File: config.mk
export PLATFORM = sky130hd
export DESIGN_NAME = ram_wb
export DESIGN_NICKNAME = d
export VERILOG_FILES = /design/src/rtl/ram_wb.sv
export SDC_FILE = /design/constraint.sdc
export NUM_CORES = 1
export LEC_CHECK = 0
export CORE_ASPECT_RATIO = 0.8
export CORE_UTILIZATION = 52
export CTS_CLUSTER_DIAMETER = 80
export CTS_CLUSTER_SIZE = 30
export DETAILED_ROUTE_END_ITERATION = 6
export GPL_TIMING_DRIVEN = 0
export PLACE_DENSITY = 0.81
export SLEW_MARGIN = 0
export SYNTH_ARGS = -nofsm -noshare
export SYNTH_HDL_FRONTEND = slang
export SYNTH_SLANG_ARGS = --single-unit
export TNS_END_PERCENT = 5
File: constraint.sdc
create_clock -name CLK_WB -period 4.4 [get_ports CLK_WB]
set_input_delay 0.66 -clock CLK_WB [delete_from_list [all_inputs] [get_ports CLK_WB]]
set_output_delay 0.66 -clock CLK_WB [all_outputs]
set_load 0.005 [all_outputs]
File: src/rtl/ram_wb.sv
// ram_wb: write-back stage of the cpu15 data memory.
// Holds the eight RAM words, commits stores on CLK_WB and owns the IO64
// output port with a valid/ack handshake backed by a one-entry pending buffer.
module ram_wb #(
    parameter int         DATA_W      = 16,
    parameter logic [7:0] IO_OUT_ADDR = 8'd64
) (
    input  logic              CLK_WB,
    input  logic              RESET,
    input  logic              RAM_WEN,
    input  logic [7:0]        RAM_AD_IN,
    input  logic [DATA_W-1:0] RAM_IN,
    output logic [DATA_W-1:0] RAM_0,
    output logic [DATA_W-1:0] RAM_1,
    output logic [DATA_W-1:0] RAM_2,
    output logic [DATA_W-1:0] RAM_3,
    output logic [DATA_W-1:0] RAM_4,
    output logic [DATA_W-1:0] RAM_5,
    output logic [DATA_W-1:0] RAM_6,
    output logic [DATA_W-1:0] RAM_7,
    output logic [DATA_W-1:0] IO64_OUT,
    output logic              IO64_VALID,
    input  logic              IO64_ACK,
    output logic              IO64_FULL,
    output logic              WR_ERR
);

    typedef enum logic [1:0] {
        IDLE = 2'b00,
        SHOW = 2'b01,
        FULL = 2'b10
    } io_state_t;

    io_state_t         state, state_nxt;
    logic [DATA_W-1:0] mem [8];
    logic [DATA_W-1:0] io_out, io_out_nxt;
    logic [DATA_W-1:0] pend, pend_nxt;
    logic              wr_err, wr_err_nxt;
    logic              ram_hit, io_hit, unmapped;

    // Address decode of the store request
    always_comb begin
        ram_hit  = RAM_WEN && (RAM_AD_IN[7:3] == 5'd0);
        io_hit   = RAM_WEN && (RAM_AD_IN == IO_OUT_ADDR);
        unmapped = RAM_WEN && !ram_hit && !io_hit;
    end

    // IO64 handshake next-state, output word, pending word and error pulse
    always_comb begin
        state_nxt  = state;
        io_out_nxt = io_out;
        pend_nxt   = pend;
        wr_err_nxt = unmapped;
        case (state)
            IDLE: begin
                if (io_hit) begin
                    io_out_nxt = RAM_IN;
                    state_nxt  = SHOW;
                end
            end
            SHOW: begin
                if (IO64_ACK && io_hit) begin
                    io_out_nxt = RAM_IN;
                end else if (IO64_ACK) begin
                    state_nxt = IDLE;
                end else if (io_hit) begin
                    pend_nxt  = RAM_IN;
                    state_nxt = FULL;
                end
            end
            FULL: begin
                if (IO64_ACK && io_hit) begin
                    io_out_nxt = pend;
                    pend_nxt   = RAM_IN;
                end else if (IO64_ACK) begin
                    io_out_nxt = pend;
                    state_nxt  = SHOW;
                end else if (io_hit) begin
                    // Buffer already occupied: the store is lost
                    wr_err_nxt = 1'b1;
                end
            end
            default: begin
                state_nxt = IDLE;
            end
        endcase
    end

    // IO64 state, presented word, pending word and error register
    always_ff @(posedge CLK_WB) begin
        if (RESET) begin
            state  <= IDLE;
            io_out <= '0;
            pend   <= '0;
            wr_err <= 1'b0;
        end else begin
            state  <= state_nxt;
            io_out <= io_out_nxt;
            pend   <= pend_nxt;
            wr_err <= wr_err_nxt;
        end
    end

    // RAM word commit; stores to 0..7 never stall
    always_ff @(posedge CLK_WB) begin
        if (RESET) begin
            for (int i = 0; i < 8; i++) begin
                mem[i] <= '0;
            end
        end else if (ram_hit) begin
            mem[RAM_AD_IN[2:0]] <= RAM_IN;
        end
    end

    assign RAM_0      = mem[0];
    assign RAM_1      = mem[1];
    assign RAM_2      = mem[2];
    assign RAM_3      = mem[3];
    assign RAM_4      = mem[4];
    assign RAM_5      = mem[5];
    assign RAM_6      = mem[6];
    assign RAM_7      = mem[7];
    assign IO64_OUT   = io_out;
    assign IO64_VALID = (state == SHOW) || (state == FULL);
    assign IO64_FULL  = (state == FULL);
    assign WR_ERR     = wr_err;

endmodule

==> results of run 1 <==
[kinds of logic after synthesis]
| group | Yosys count | synth area share (%) |
|---|---|---|
| simple gates | 193 | 17.8 |
| flops | 163 | 69.7 |
| buf+inv | 47 | 3.05 |
| compound gates | 44 | 6.04 |
| mux | 16 | 2.46 |
| fa+ha+maj | 5 | 0.959 |
[cell usage in the layout (no fill, tap or decap), types with 2 or more instances in the layout]
master	instances
dfxtp_1	35
clkbuf_16	18
clkbuf_1	26
nand2_1	2
and2_1	128
nor3_1	2
nor4_1	2
buf_6	2
a21oi_1	2
nor4b_2	2
o22a_1	16
edfxtp_1	128
nor2_1	34
ha_1	5
bufinv_16	2
or2_2	8
mux2i_1	16
buf_2	3
inv_1	22
clkinv_2	3
a2111o_1	2
a311oi_1	16
nand3_1	2
o31ai_1	4
clkdlybuf4s50_1	174
nor3b_1	3
[registers in the layout, summed over array words and instances (netlist names)]
name	flops
IO64_OUT	16
WR_ERR	1
mem	128
pend	16
state	2
[synth_stat cells, drive strengths merged, types with 3 or more instances]
| master | instances | share of area (%) |
|---|---|---|
| buf | 7 | 0.75 |
| nor3b | 3 | 0.35 |
| mux2i | 16 | 2.5 |
| nor2 | 34 | 2.0 |
| clkbuf | 18 | 1.0 |
| inv | 22 | 1.3 |
| dfxtp | 35 | 11 |
| or2 | 8 | 0.77 |
| o31ai | 4 | 0.46 |
| o22a | 16 | 2.1 |
| and2 | 128 | 12 |
| edfxtp | 128 | 59 |
| ha | 5 | 0.96 |
| a311oi | 16 | 2.1 |
[final cells by class]
type,instances,area (um^2)
Fill cell,773,3160
Clock inverter,5,75.1
Multi-Input combinational cell,258,1780
Inverter,22,82.6
Sequential cell,163,4540
Clock buffer,27,494
Timing Repair Buffer,174,1740
Buffer,25,116
Tap cell,171,214
[per-stage QoR]
| stage | cell area [um^2] | setup WS, ns | utilization [%] |
|---|---|---|---|
| floorplan | 6520 | 1.96 | - |
| global placement | 8480 | 0.930 | 69.4 |
| detailed placement | 8480 | 0.890 | 69.4 |
| CTS | 9050 | 1.33 | 74.1 |
| global route | 9050 | 1.14 | 74.1 |
| finish | 9050 | 1.29 | 74.1 |
[critical path: cells and delay by family]
kind | cells | cell delay (ns)
simple gates | 4 | 2.10
buf+inv | 1 | 0.42
[power by group]
part | switching [uW] | internal (uW) | total, uW
clock network | 557 | 882 | 1440
logic | 118 | 142 | 260
registers | 22.4 | 1720 | 1740
total | 697 | 2740 | 3440
[routing by layer]
layer / track usage, % / part of all wire [%] / wire length (um) / vias to the layer above
met2: 45.6 / 49 / 8240 / 226
met4: 9.71 / 1.9 / 315 / 0
li1: - / - / - / 2053
met1: 32.9 / 42 / 6960 / 2199
met3: 7.07 / 7.1 / 1180 / 27
met5: 0 / 0 / 0 / -
[final timing paths]
kind	cells past startpoint	end	start	slack, ns
worst min register to register	1	IO64_OUT[7]$_SDFFE_PP0P_	IO64_OUT[7]$_SDFFE_PP0P_	0.49
worst max register to register	8	pend[8]$_SDFFE_PP0P_	state[0]$_SDFFE_PP0P_	1.58
worst min-delay path	1	IO64_OUT[7]$_SDFFE_PP0P_	IO64_OUT[7]$_SDFFE_PP0P_	0.49
worst max-delay path	5	mem[5][9]$_SDFFCE_PN0P_	RAM_AD_IN[4]	1.29
==> results.toml, run 1 <==
[status]
outcome = "completed"

[clock_tree]
clk_pin_slew_ns = 0.06
clk_latency_ns = 0.43
clock_sinks = 163
cts-resized-gates = 0
ctsHtreeMaxLevel = 4
root_buffer = "clkbuf_16"
cts_hold_buf = 0
numCtsBuffers = 17
post-cts-setup-buffers = 0
tritoncts = "done"
clock_tree.buffer_depth = 2

[timing]
fmax_ghz = 0.321
finalSetupTns_ns = 0
setup_violations = 0
hold_viol = 0
fin_skew_ns = 0.00815
slew_violations = 0
fin_crit_sh_pct = 70.7
rsz0062_at_grt = "no"
relSlewSlack_pct = 34.3
tightest_slew_ns = 0.984
post-route-min-period_ns = 3.11
holdWs_ns = 0.492

[layout]
stdcell_count = 845
antenna_cells = 0
area_delta_synth_final_pct = 38.7
layout-drive-gt1-share_pct = 6.38
nets = 694

[global_routing]
gr-total-overflow = 0
antenna_found_initial = 0
grt_pass1_vias = 4459
grt_max_degree = 17
track_usage_pct = 26.6
grt_pass1_wl_um = 24800

[drt]
drtIter0Drc = 400
drt-total-wl_um = 16700
routed-via-count = 4505
first_pass_iters = 5
drc = 0
viasPerCell = 5.33
drtAntennaViolNets = 0
wl_per_cell_um = 19.8

[yosys]
seq_area_frac_synth_pct = 69.7
ys.flop_type = "edfxtp_1"
syn_area_um2 = 6520
yosys_warnings = 0
postSynthNetCount = 501
avgSynthCellArea_um2 = 13.9
async_flop_share_pct = 0
synth-seq-cells = 163
synth_edf_count = 128
synthCells = 468
synthDistinctLibCells = 38

[pwr]
total_power_uw = 3440
peakVddDrop_mv = 0.263
p_leak_uw = 0.00325
power.density_nw_per_um2 = 380

[die]
die_area_um2 = 13000
die_h_um = 102
die_width_um = 127
start_util_pct = 53.4
coreArea_um2 = 12200
io_pins = 175
fp-row-count = 36

[placed_design]
dp_hpwl_um = 11700
port_buffers = 174
gp_congestion = 0.858
place_inst = 813

[worst_setup_path]
path_cells = "clkdlybuf4s50_1 > nor4_1 > nand3_1 > nor3b_1 > or2_2"
cp.required_ns = 4.48
cp-start-kind = "primary input"
crit_path_end_kind = "flop"
critPathKind = "primary input to flop"
crit_slowest_cell = "nor3b_1"
crit_fanout = 16
worstPathArrival_ns = 3.19
slowest_delay_ns = 0.84

[hold_path]
hp-class = "flop to flop"

[run]
cap_violations = 0
No activity file was read; power rests on OpenSTA's default activity.
==> inputs of run 2 (changes only) <==
--- a/config.mk
+++ b/config.mk
@@ -6,12 +6,12 @@
 export NUM_CORES = 1
 export LEC_CHECK = 0
 export CORE_ASPECT_RATIO = 0.8
-export CORE_UTILIZATION = 52
+export CORE_UTILIZATION = 44
 export CTS_CLUSTER_DIAMETER = 80
 export CTS_CLUSTER_SIZE = 30
 export DETAILED_ROUTE_END_ITERATION = 6
 export GPL_TIMING_DRIVEN = 0
-export PLACE_DENSITY = 0.81
+export PLACE_DENSITY = 0.73
 export SLEW_MARGIN = 0
 export SYNTH_ARGS = -nofsm -noshare
 export SYNTH_HDL_FRONTEND = slang
==> constraint.sdc (replaced) <==
create_clock -name CLK_WB -period 2.8 [get_ports CLK_WB]
set_input_delay 0.42 -clock CLK_WB [delete_from_list [all_inputs] [get_ports CLK_WB]]
set_output_delay 0.42 -clock CLK_WB [all_outputs]
set_load 0.005 [all_outputs]
==> results.toml, run 2 (same netlist as run 1, synthesis figures left out) <==
[status]
outcome = "finished with violations"
violations = "DRC"

[placed_design]
gp_congestion = 0.814
port_buffers = 174
dp_hpwl_um = 11400
dpl_worst_slack_ns = -0.517

[die]
die_area_um2 = 15300
die_width_um = 138
coreArea_um2 = 14400
start_util_pct = 45.3
die_h_um = 111
fp-row-count = 39
io_pins = 175

[timing]
setup_violations = 0
fin_ws_ns = 0.0380
post-route-min-period_ns = 2.76
fin_skew_ns = 0.00469
fmax_ghz = 0.362
rsz0062_at_grt = "yes"
tightest_slew_ns = 0.732
slew_violations = 0
hold_viol = 0
relSlewSlack_pct = 51.1
fin_crit_sh_pct = 98.6
holdWs_ns = 0.484

[global_routing]
antenna_found_initial = 0
grt_pass1_wl_um = 24700
gr-total-overflow = 0
track_usage_pct = 21.9
grt_pass1_vias = 4275
grt_max_degree = 17

[clock_tree]
numCtsBuffers = 17
clk_pin_slew_ns = 0.06
root_buffer = "clkbuf_16"
clock_tree.buffer_depth = 2
ctsHtreeMaxLevel = 4
tritoncts = "done"
clock_sinks = 163
post-cts-setup-buffers = 0
clk_latency_ns = 0.42

[worst_setup_path]
slowest_delay_ns = 0.71
critPathKind = "primary input to flop"
path_cells = "clkdlybuf4s50_1 > nor4_1 > nand2_1 > nor4b_2 > or2_2"
crit_slowest_cell = "nor4b_2"
worstPathArrival_ns = 2.85
timing.rr.start = "state[0]$_SDFFE_PP0P_"
cp.required_ns = 2.89
crit_fanout = 16
rrSetupSlack_ns = 0.22
crit_path_end_kind = "flop"
cp-start-kind = "primary input"
r2r_end = "pend[8]$_SDFFE_PP0P_"
reg2reg_depth = 8

[pwr]
power.switching_uw = 1220
clockPowerShare_pct = 41.7
sequentialPowerShare_pct = 50.8
internal-power_uw = 4170
power.density_nw_per_um2 = 593
p_leak_uw = 0.00325
power_switching_share_pct = 22.6
combPwrFrac_pct = 7.6
peakVddDrop_mv = 0.437

[layout]
layout-drive-gt1-share_pct = 8.31
antenna_cells = 0
regMostFlops = "mem"
largest_reg_flops = 128
area_delta_synth_final_pct = 39.4
layout_commonest_cell = "clkdlybuf4s50_1"
utilization_pct = 63.1
layout_common_cells = "clkdlybuf4s50_1 (174), and2_1 (128), edfxtp_1 (128)"
nets = 694

[drt]
routed-via-count = 4414
viasPerCell = 5.14
first_pass_iters = 6
wl_per_cell_um = 18.8
drtIter0Drc = 291
drtAntennaViolNets = 0
drc = 37
drt-total-wl_um = 16100

[hold_path]
min_from = "IO64_OUT[11]$_SDFFE_PP0P_"
hp-class = "flop to flop"
hold_path_depth = 1
holdPathEnd = "IO64_OUT[11]$_SDFFE_PP0P_"

[run]
cap_violations = 0
[run 2: cell types whose count changed in the layout (fill, tap and decap cells not counted), moves of 2 or more]
cell / delta
clkinvlp_4: +3
clkbuf_1: -8
nor3b_2: +2
inv_6: +4
clkinv_4: +2
nor3b_1: -2
inv_8: +3
[run 2: cell type report]
type	count	area [um^2]
inverters	22	82.6
well taps	184	230
repair buffers	174	1740
multi-input cells	258	1800
plain buffers	25	116
fillers	1076	5310
clock buffers	17	425
flip-flops and latches	163	4550
clock inverters	15	149
[run 2: per-layer routing]
layer	GRT usage, %	share of wire [%]
met1	29.2	44
met2	34.6	47
met3	5.70	7.2
met4	8.46	1.3
met5	0	0
[run 2: power by group through the flow]
stage | clock network, uW | registers [uW] | logic (uW)
floorplan | 0 | 2790 | 75.5
global placement | 0 | 2790 | 403
detailed placement | 0 | 2790 | 409
CTS | 2280 | 2740 | 410
global route | 2380 | 2750 | 430
finish | 2250 | 2740 | 408
[run 2: how the worst max path moves through the flow]
| stage | depth (start not counted) | from | to |
|---|---|---|---|
| floorplan | 8 | state[0]$_SDFFE_PP0P_ | pend[10]$_SDFFE_PP0P_ |
| global placement | 5 | RAM_AD_IN[4] | mem[0][10]$_SDFFCE_PN0P_ |
| detailed placement | 5 | RAM_AD_IN[4] | mem[0][11]$_SDFFCE_PN0P_ |
| CTS | 5 | RAM_AD_IN[4] | mem[6][15]$_SDFFCE_PN0P_ |
| global route | 5 | RAM_AD_IN[4] | mem[2][10]$_SDFFCE_PN0P_ |
| finish | 5 | RAM_AD_IN[4] | mem[2][2]$_SDFFCE_PN0P_ |
[run 2: what timing repair did]
action                                  4_1_cts  5_1_grt
gates resized for setup                       1        4
cloned                                        0        0
pin swaps                                     0        1
hold buffers                                  0        0
endpoints found under the setup margin       48      121
[run 2: critical path, delay by kind of cell]
kind / cells / cell delay, ns
buffers and inverters: 1 / 0.43
AND/OR/NAND/NOR: 4 / 1.99
[run 2: stage by stage]
stage / power (uW) / cell area (um^2) / cells / setup TNS [ns]
3_3_place_gp: 3190 / 8490 / 826 / -42.76
2_1_floorplan: 2870 / 6520 / 468 / 0
6_report: 5390 / 9090 / 858 / 0
4_1_cts: 5430 / 9070 / 858 / -0.899
5_1_grt: 5560 / 9090 / 858 / -3.25
3_5_place_dp: 3200 / 8490 / 826 / -56.31
